`src/rtl/sc_speed_tick_generator.sv`:
```
// Speed tick generator: drives the up speed counter's upcount/clear controls
// and turns its running count into a one-cycle game tick. The tick period
// comes from a 4-level speed table; the level steps up on falling edges of
// levelUp and saturates at 3.
module sc_speed_tick_generator #(
  parameter int                   DATAWIDTH = 23,
  parameter logic [DATAWIDTH-1:0] LIMIT_L0  = 23'd4999999,
  parameter logic [DATAWIDTH-1:0] LIMIT_L1  = 23'd3749999,
  parameter logic [DATAWIDTH-1:0] LIMIT_L2  = 23'd2499999,
  parameter logic [DATAWIDTH-1:0] LIMIT_L3  = 23'd1249999
) (
  input  logic                 SC_speedTICK_CLOCK_50,
  input  logic                 SC_speedTICK_RESET_InLow,
  input  logic [DATAWIDTH-1:0] SC_speedTICK_count_InBUS,
  input  logic                 SC_speedTICK_pause_InLow,
  input  logic                 SC_speedTICK_levelUp_InLow,
  output logic                 SC_speedTICK_upcount_OutLow,
  output logic                 SC_speedTICK_clear_OutLow,
  output logic                 SC_speedTICK_tick_OutHigh,
  output logic [1:0]           SC_speedTICK_level_OutBUS
);

  typedef enum logic [1:0] {IDLE, COUNT, TICK, PAUSE} state_t;

  state_t               state;
  logic [1:0]           level;
  logic                 levelUpPrev;
  logic                 levelReq;
  logic [DATAWIDTH-1:0] limit;
  logic                 limitHit;

  // Threshold for the current level; the level register feeds the compare
  // directly, so a level change is seen by the compare one cycle later.
  always_comb begin
    limit = LIMIT_L0;
    case (level)
      2'd0: limit = LIMIT_L0;
      2'd1: limit = LIMIT_L1;
      2'd2: limit = LIMIT_L2;
      2'd3: limit = LIMIT_L3;
      default: limit = LIMIT_L0;
    endcase
  end

  // >= rather than == so a limit lowered below the current count still ticks.
  assign limitHit = (SC_speedTICK_count_InBUS >= limit);
  assign levelReq = levelUpPrev & ~SC_speedTICK_levelUp_InLow;
  assign SC_speedTICK_level_OutBUS = level;

  // Level register: one step per levelUp falling edge, saturating at 3.
  always_ff @(posedge SC_speedTICK_CLOCK_50 or negedge SC_speedTICK_RESET_InLow) begin
    if (!SC_speedTICK_RESET_InLow) begin
      levelUpPrev <= 1'b1;
      level       <= 2'd0;
    end else begin
      levelUpPrev <= SC_speedTICK_levelUp_InLow;
      if (levelReq && (level != 2'd3))
        level <= level + 2'd1;
    end
  end

  // Control FSM; outputs are registered together with the state so they
  // always equal the decode of the state being entered.
  always_ff @(posedge SC_speedTICK_CLOCK_50 or negedge SC_speedTICK_RESET_InLow) begin
    if (!SC_speedTICK_RESET_InLow) begin
      state                       <= IDLE;
      SC_speedTICK_upcount_OutLow <= 1'b1;
      SC_speedTICK_clear_OutLow   <= 1'b0;
      SC_speedTICK_tick_OutHigh   <= 1'b0;
    end else begin
      case (state)
        IDLE: begin
          if (SC_speedTICK_pause_InLow) begin
            state                       <= COUNT;
            SC_speedTICK_upcount_OutLow <= 1'b0;
            SC_speedTICK_clear_OutLow   <= 1'b1;
            SC_speedTICK_tick_OutHigh   <= 1'b0;
          end
        end
        COUNT: begin
          // Pause wins over the compare.
          if (!SC_speedTICK_pause_InLow) begin
            state                       <= PAUSE;
            SC_speedTICK_upcount_OutLow <= 1'b1;
            SC_speedTICK_clear_OutLow   <= 1'b1;
            SC_speedTICK_tick_OutHigh   <= 1'b0;
          end else if (limitHit) begin
            state                       <= TICK;
            SC_speedTICK_upcount_OutLow <= 1'b1;
            SC_speedTICK_clear_OutLow   <= 1'b0;
            SC_speedTICK_tick_OutHigh   <= 1'b1;
          end
        end
        TICK: begin
          // Always exactly one cycle, pause or not.
          state                       <= COUNT;
          SC_speedTICK_upcount_OutLow <= 1'b0;
          SC_speedTICK_clear_OutLow   <= 1'b1;
          SC_speedTICK_tick_OutHigh   <= 1'b0;
        end
        PAUSE: begin
          // Resume without clearing; the counter kept its value.
          if (SC_speedTICK_pause_InLow) begin
            state                       <= COUNT;
            SC_speedTICK_upcount_OutLow <= 1'b0;
            SC_speedTICK_clear_OutLow   <= 1'b1;
            SC_speedTICK_tick_OutHigh   <= 1'b0;
          end
        end
        default: begin
          state                       <= IDLE;
          SC_speedTICK_upcount_OutLow <= 1'b1;
          SC_speedTICK_clear_OutLow   <= 1'b0;
          SC_speedTICK_tick_OutHigh   <= 1'b0;
        end
      endcase
    end
  end

endmodule

```
`config.mk`:
```
export PLATFORM = sky130hd
export DESIGN_NAME = sc_speed_tick_generator
export DESIGN_NICKNAME = d
export VERILOG_FILES = /design/src/rtl/sc_speed_tick_generator.sv
export SDC_FILE = /design/constraint.sdc
export NUM_CORES = 1
export LEC_CHECK = 0
export ABC_CLOCK_PERIOD_IN_PS = 2450
export CAP_MARGIN = 0
export CORE_ASPECT_RATIO = 1.4
export CORE_MARGIN = 8
export CORE_UTILIZATION = 33
export CTS_BUF_LIST = sky130_fd_sc_hd__clkbuf_8
export DETAILED_ROUTE_END_ITERATION = 10
export PLACE_DENSITY = 0.66
export SETUP_SLACK_MARGIN = 0.4
export SLEW_MARGIN = 20
export SYNTH_ARGS = -nofsm -noshare
export SYNTH_HDL_FRONTEND = slang
export SYNTH_SLANG_ARGS = --single-unit
export TNS_END_PERCENT = 5
```
`constraint.sdc`:
```
create_clock -name SC_speedTICK_CLOCK_50 -period 2.45 [get_ports SC_speedTICK_CLOCK_50]
set_input_delay 0.245 -clock SC_speedTICK_CLOCK_50 [delete_from_list [all_inputs] [get_ports SC_speedTICK_CLOCK_50]]
set_output_delay 0.245 -clock SC_speedTICK_CLOCK_50 [all_outputs]
set_load 0.005 [all_outputs]
```
==> metrics.cfg, run 1 <==
[critical_path]
crit_family=simple AND/OR/NAND/NOR gates
cp_data_arrival_time_ns=2.63
worstReg2RegStart=SC_speedTICK_level_OutBUS[0]$_DFFE_PN0P_
path_depth=10
worstSetupStartpointType=flip-flop
critPathBufInv=2
crit_slowest_cell=dfrtp_2
path_class=flip-flop to flip-flop
reg2reg_depth=10
reg2reg_slack_ns=-0.07
path_max_fanout=5
path_cells=inv_4 > ha_4 > inv_4 > o21ai_4 > ha_1 > nand4_1 > nor4_2 > nand4_1 > a41o_2 > mux2_4
reg2reg_to=state[1]$_DFFE_PN0P_
end_kind=flip-flop
cp.required_ns=2.56
cp_slowest_stage_delay_ns=0.45

[power_and_ir_drop]
p_int_mw=0.453
seqPwrFrac_pct=31.4
p_switching_mw=0.179
power_mw=0.632
power_frac_clock_pct=25.9
peakVddDrop_v=0.000644
powerDensity_nw_per_um2=422
combPwrFrac_pct=42.8
leakagePower_nw=0.646
swShare_pct=28.3

[sta]
fmax_mhz=397
grt_setup_unrepaired=yes
tightest_slew_ns=0.446
fin_skew_ns=0.00203
finalCritPeriodShare_pct=103
fin_ws_ns=-0.0691
relSlewSlack_pct=70.2
period_needed_ns=2.52
finalSetupViolCount=3
hold_viol=0
maxSlewViolCount=0

[detailed_routing]
drc=0
drt-total-wl_mm=2.49
wl_per_cell_um=13.9
drt_first_pass_iters=4
ant_nets=0
drt_iter0_drc=12
avgViaCountPerCell=4.93
vias=883

[final_layout]
drive_gt1_share_pct=29.4
diodes=0
finalNetCount=192
fillers=230
stdcell_count=179
final_area_um2=1500
area_growth_syn_to_layout_pct=72.1

[outcome]
violations=setup timing
status=complete, but fails checks

[yosys]
ys_types=31
netlist_instances=94
synth.avg_cell_area_um2=9.26
ys_ff_latch=8
async_flop_share_pct=100
synth_area_um2=871
synth_edf_count=0
synth_fp_nets=142
yosysSeqAreaShare_pct=23.3
synth-main-ff-cell=dfrtp_1
yosysWarnings=0

[grt]
busiest_layer=met2
gr-usage-all-layers_pct=11.4
met1_usage_pct=11.2
grt_remaining_overflow=0
grt_max_degree=9
grt_pass1_vias=962
grt_pass1_wl_mm=4.14
antenna_found_initial=0
grtUsageMet2_pct=20.8
use_met3_pct=4.17

[floorplanning]
rows=22
fp.dieW_um=59.4
start_util_pct=34.0
die_h_um=76.8
core-area_um2=2560
ioPinCount=32
dieArea_um2=4560

[cts]
cts_buffers=3
cts_root_buf=clkbuf_8
cts.sinks=8
clk_pin_slew_ns=0.04
clkLatencyLatePin_ns=0.23
cts_tree=yes
clock_path_buffers=2
hold_buffers=0
htreeDepth=1

[placed_design]
dp_hpwl_mm=2.12
dpl_cell_area_um2=1360
io_buffers=31
post-place-cells=168
place_ws_ns=-0.157
globalplace.congestion=0.799

[min_path]
hold_class=input port to asynchronous set/reset pin

[job]
maxCapViolCount=0

-- timing repair --
action | CTS | global route
endpoints found under the hold margin | 0 | 0
gates resized for setup | 2 | 8
endpoints found under the setup margin | 5 | 5
pin swaps | 8 | 6
setup buffers | 4 | 3
-- logic make-up (layout without fill, tap and decap cells) --
| group | count (synthesis) | in the layout | share of synthesized area (%) |
|---|---|---|---|
| AOI/OAI and AO/OA | 28 | 28 | 22.1 |
| adders and majority gates | 21 | 21 | 30.2 |
| and+or+nand+nor | 21 | 21 | 13.7 |
| buffers and inverters | 11 | 60 | 5.17 |
| DFF | 8 | 8 | 23.3 |
| xor gates and xnor gates | 3 | 3 | 3.02 |
| muxes | 2 | 2 | 2.59 |
-- power groups by stage --
| stage | Combinational (mW) | Sequential [mW] | Clock [mW] |
|---|---|---|---|
| floorplan | 0.144 | 0.199 | 0 |
| global placement | 0.261 | 0.199 | 0 |
| detailed placement | 0.265 | 0.201 | 0 |
| CTS | 0.271 | 0.199 | 0.170 |
| global route | 0.302 | 0.203 | 0.176 |
| finish | 0.271 | 0.198 | 0.163 |
-- how the worst max path moves through the flow --
| stage | start | to | slack, ns |
|---|---|---|---|
| 3_5_place_dp | SC_speedTICK_level_OutBUS[1]$_DFFE_PN0P_ | state[1]$_DFFE_PN0P_ | -0.16 |
| 5_1_grt | SC_speedTICK_level_OutBUS[0]$_DFFE_PN0P_ | state[1]$_DFFE_PN0P_ | -0.20 |
| 2_1_floorplan | SC_speedTICK_level_OutBUS[1]$_DFFE_PN0P_ | state[1]$_DFFE_PN0P_ | 0.08 |
| 4_1_cts | SC_speedTICK_level_OutBUS[1]$_DFFE_PN0P_ | state[1]$_DFFE_PN0P_ | -0.11 |
| 6_report | SC_speedTICK_level_OutBUS[0]$_DFFE_PN0P_ | state[1]$_DFFE_PN0P_ | -0.07 |
| 3_3_place_gp | SC_speedTICK_level_OutBUS[1]$_DFFE_PN0P_ | state[1]$_DFFE_PN0P_ | -0.10 |
-- layout by cell type, fill, tap and decap left out, types with 2 or more instances in the layout --
| cell type | instances |
|---|---|
| clkbuf_8 | 3 |
| clkdlybuf4s50_1 | 31 |
| ha_1 | 14 |
| dfstp_2 | 2 |
| buf_4 | 14 |
| nand4_1 | 5 |
| a21o_1 | 2 |
| xnor2_1 | 3 |
| ha_4 | 6 |
| nand3_1 | 2 |
| nand2_1 | 7 |
| o21ai_0 | 3 |
| o21bai_1 | 2 |
| inv_1 | 7 |
| a21oi_1 | 3 |
| dfrtp_1 | 4 |
| nor3b_1 | 2 |
| dfrtp_2 | 2 |
| a21oi_2 | 3 |
| inv_4 | 3 |
| o211ai_1 | 2 |
| o21ai_1 | 2 |
| a32oi_1 | 2 |
-- routing by layer --
| metal | routed length (µm) | part of all wire (%) |
|---|---|---|
| met1 | 930 | 37 |
| met2 | 1330 | 53 |
| met3 | 211 | 8.5 |
| met4 | 19 | 0.76 |
| met5 | 0 | 0 |
-- worst register-to-register path, cell delays in order, from the launching register on --
cell and delay (ns):
dfrtp_2 0.45, inv_4 0.07, ha_4 0.17, inv_4 0.07, o21ai_4 0.09, ha_1 0.31, nand4_1 0.12, nor4_2 0.31
nand4_1 0.16, a41o_2 0.35, mux2_4 0.30
-- cells in the mapped netlist (2+ instances only) --
library cell / count / area share [%]
ha_1: 21 / 30
inv_1: 10 / 4.3
nand2_1: 7 / 3.0
dfrtp_1: 6 / 17
a21oi_1: 5 / 2.9
nand4_1: 5 / 3.6
o21ai_0: 5 / 2.9
xnor2_1: 3 / 3.0
a211oi_1: 2 / 1.7
a21o_1: 2 / 1.7
a32oi_1: 2 / 2.0
dfstp_2: 2 / 6.0
mux2_1: 2 / 2.6
nand3_1: 2 / 1.1
nor3b_1: 2 / 1.7
o211ai_1: 2 / 1.7
o21bai_1: 2 / 1.7
-- stage by stage --
stage               setup TNS (ns)  util [%]  hold WS, ns
floorplan                        0         -      -0.0506
global placement            -0.190      53.1        0.495
detailed placement          -0.341      53.1        0.499
CTS                         -0.265      56.5        0.311
global route                -0.681      58.6        0.342
finish                      -0.169      58.6        0.305
-- layout make-up --
cell class	count	area, µm²	share of cell area [%]
multi-input combinational	75	732	48.8
timing repair buffer	46	427	28.5
sequential	8	205	13.7
inverter	10	45.0	3.01
tap	36	45.0	3.01
clock buffer	3	41.3	2.75
clock inverter	1	3.75	0.250
-- registers in the layout, indices dropped and copies added (netlist names) --
name                         cells
SC_speedTICK_clear_OutLow        1
SC_speedTICK_level_OutBUS        2
SC_speedTICK_upcount_OutLow      1
levelUpPrev                      1
SC_speedTICK_tick_OutHigh        1
state                            2
(Power assumes the default switching activity.)
==> run 2, diff against run 1 <==
--- a/config.mk
+++ b/config.mk
@@ -7,3 +7,3 @@
 export LEC_CHECK = 0
-export ABC_CLOCK_PERIOD_IN_PS = 2450
+export ABC_CLOCK_PERIOD_IN_PS = 3050
 export CAP_MARGIN = 0
@@ -14,3 +14,3 @@
 export DETAILED_ROUTE_END_ITERATION = 10
-export PLACE_DENSITY = 0.66
+export PLACE_DENSITY = 0.63
 export SETUP_SLACK_MARGIN = 0.4
==> constraint.sdc (replaced) <==
create_clock -name SC_speedTICK_CLOCK_50 -period 3.05 [get_ports SC_speedTICK_CLOCK_50]
set_input_delay 0.305 -clock SC_speedTICK_CLOCK_50 [delete_from_list [all_inputs] [get_ports SC_speedTICK_CLOCK_50]]
set_output_delay 0.305 -clock SC_speedTICK_CLOCK_50 [all_outputs]
set_load 0.1 [all_outputs]
==> run 2 against run 1 <==
  * The run now ends clean
  * Non-clock buffer count is 10 lower
  * Maximum frequency is 2.2% lower
  * Setup slack better by 0.54 ns
  * Via count is 2.9% lower
  * Die area stayed put
  * Global-route usage is 0.33 points lower
  * Clock skew is 0.0025 ns higher
  * Cell area is 3.7% lower
  * Critical path depth is 1 lower
  * Sequential power is 19% lower
  * Sequential cell count stayed put
  * Highest routed layer unchanged
==> metrics.cfg, run 2 (synthesis gave the netlist of run 1 again) <==
[placed_design]
dp_hpwl_mm=1.97  ; -7.0%
io_buffers=31  ; unchanged
globalplace.congestion=0.831  ; +4.0%
post-place-cells=160  ; -4.8%

[final_layout]
final_common_cell=clkdlybuf4s50_1
fillers=250  ; +8.7%
diodes=0  ; unchanged
area_growth_syn_to_layout_pct=65.8
drive_gt1_share_pct=24.8  ; -4.6 points
most-common-layout-cells=clkdlybuf4s50_1 (27), ha_1 (13), inv_1 (8), ha_4 (8), buf_4 (8)
finalNetCount=182  ; -5.2%
stdcell_count=169  ; -5.6%

[sta]
finalSetupViolCount=0  ; -3
fmax_mhz=388  ; -2.2%
relSlewSlack_pct=35.3  ; -35 points
maxSlewViolCount=0  ; unchanged
fin_skew_ns=0.00456  ; +0.00254 ns
finalSetupTns_ns=0  ; +0.169 ns
period_needed_ns=2.58  ; +0.0575 ns
hold_viol=0  ; unchanged
tightest_slew_ns=0.968  ; +0.522 ns
fin_hold_ws_ns=0.354  ; +0.0486 ns
grt_setup_unrepaired=yes
finalCritPeriodShare_pct=84.5  ; -18 points

[critical_path]
cp_slowest_stage_delay_ns=0.53  ; +0.08 ns
crit_slowest_cell=dfrtp_4
path_max_fanout=4  ; -1
crit_family=compound AO/OA/AOI/OAI gates
end_kind=flip-flop
worstSetupStartpointType=flip-flop
cp_data_arrival_time_ns=2.68  ; +0.05 ns
cp.required_ns=3.16  ; +0.60 ns
path_class=flip-flop to flip-flop
critPathBufInv=0  ; -2
cpMostUsedCell=ha_4
path_cells=ha_4 > o21ai_4 > ha_4 > a21oi_4 > o21ai_1 > o211a_1 > o211ai_1 > a41o_1 > mux2_4

[cts]
clk_pin_slew_ns=0.04  ; about the same
cts_tree=yes
htreeDepth=1  ; unchanged
cts_root_buf=clkbuf_8
clock_path_buffers=2  ; unchanged
hold_buffers=0  ; unchanged
clkLatencyLatePin_ns=0.23  ; about the same
cts_buffers=3  ; unchanged
cts.sinks=8  ; unchanged

[detailed_routing]
drt_iter0_drc=15  ; +3
drc=0  ; unchanged
drt-total-wl_mm=2.50  ; +0.40%
vias=857  ; -2.9%
wl_per_cell_um=14.8  ; +6.3%
drt_first_pass_iters=4  ; unchanged
ant_nets=0  ; unchanged
avgViaCountPerCell=5.07  ; +2.8%

[floorplanning]
rows=22  ; unchanged
start_util_pct=34.0  ; unchanged
die_h_um=76.8  ; unchanged
ioPinCount=32  ; unchanged
fp.dieW_um=59.4  ; unchanged
dieArea_um2=4560  ; unchanged
core-area_um2=2560  ; unchanged

[min_path]
hold_class=input port to asynchronous set/reset pin

[power_and_ir_drop]
power_frac_clock_pct=20.1  ; -5.8 points
p_int_mw=0.367  ; -19%
seqPwrFrac_pct=25.0  ; -6.4 points
combPwrFrac_pct=54.9  ; +12 points
p_switching_mw=0.275  ; +53%
swShare_pct=42.8  ; +14 points
leakagePower_nw=0.600  ; -7.0%
power_mw=0.642  ; +1.5%
powerDensity_nw_per_um2=445  ; +5.4%
peakVddDrop_v=0.000622  ; -3.6%

[outcome]
status=finished, final reports clean

[grt]
grt_remaining_overflow=0  ; unchanged
grt_pass1_vias=914  ; -5.0%
gr-usage-all-layers_pct=11.1  ; -0.33 points
grt_pass1_wl_mm=4.01  ; -3.2%
antenna_found_initial=0  ; unchanged
grt_max_degree=9  ; unchanged

[job]
maxCapViolCount=0  ; unchanged

[run 2: cell count changes in the layout (fill, tap and decap cells not counted), moves of 2 or more]
| cell | previous run | this run |
|---|---|---|
| a21oi_2 | 3 | 1 |
| buf_4 | 14 | 8 |
| clkdlybuf4s50_1 | 31 | 27 |
| dfrtp_2 | 2 | 0 |
| dfrtp_4 | 0 | 2 |
| ha_4 | 6 | 8 |
[run 2: per-layer routing]
| metal | track usage [%] | part of all wire [%] | vias up |
|---|---|---|---|
| met5 | 0 | 0 | - |
| met4 | 6.25 | 3.2 | 0 |
| met3 | 3.01 | 7.4 | 8 |
| met2 | 19.2 | 50 | 29 |
| met1 | 11.3 | 39 | 388 |
| li1 | - | - | 432 |
[run 2: final timing paths]
check	start	to	slack, ns	depth (start not counted)
max in group asynchronous	SC_speedTICK_RESET_InLow	SC_speedTICK_upcount_OutLow$_DFFE_PN1P_	2.39	1
min	SC_speedTICK_RESET_InLow	SC_speedTICK_clear_OutLow$_DFFE_PN0P_	0.35	1
min reg2reg	SC_speedTICK_tick_OutHigh$_DFFE_PN0P_	SC_speedTICK_tick_OutHigh$_DFFE_PN0P_	0.51	1
max reg2reg	SC_speedTICK_level_OutBUS[0]$_DFFE_PN0P_	state[1]$_DFFE_PN0P_	0.47	9
max	SC_speedTICK_level_OutBUS[0]$_DFFE_PN0P_	state[1]$_DFFE_PN0P_	0.47	9
min in group SC_speedTICK_CLOCK_50	SC_speedTICK_tick_OutHigh$_DFFE_PN0P_	SC_speedTICK_tick_OutHigh$_DFFE_PN0P_	0.51	1
[run 2: worst register-to-register path: stages, from the launching register on]
cell      delay, ns
dfrtp_4        0.53
ha_4           0.19
o21ai_4        0.29
ha_4           0.27
a21oi_4        0.12
o21ai_1        0.08
o211a_1        0.22
o211ai_1       0.20
a41o_1         0.26
mux2_4         0.31
[run 2: stage by stage]
stage                     cell area [µm²]  setup WS (ns)  util (%)
after floorplan                       908          0.417         -
after global placement               1250          0.414      48.7
after detailed placement             1250          0.367      48.7
after CTS                            1310          0.424      51.0
after global routing                 1440          0.337      56.4
final                                1440          0.473      56.4
[run 2: power by group through the flow]
stage | registers, mW | logic (mW) | clock network, mW
2_1_floorplan | 0.286 | 0.104 | 0
3_3_place_gp | 0.161 | 0.318 | 0
3_5_place_dp | 0.162 | 0.327 | 0
4_1_cts | 0.161 | 0.339 | 0.133
5_1_grt | 0.164 | 0.382 | 0.138
6_report | 0.161 | 0.352 | 0.129
[run 2: layout make-up]
class	count	area, µm²	share of cell area [%]
multi-input combinational	75	754	52.3
timing repair buffer	36	342	23.7
sequential	8	210	14.6
inverter	10	47.5	3.29
tap	36	45.0	3.12
clock buffer	3	41.3	2.86
clock inverter	1	3.75	0.260
[run 2: timing repair]
action	4_1_cts	5_1_grt
buffers inserted	1	4
setup endpoints to repair	2	5
gates resized for setup	1	16
pin swaps	1	7
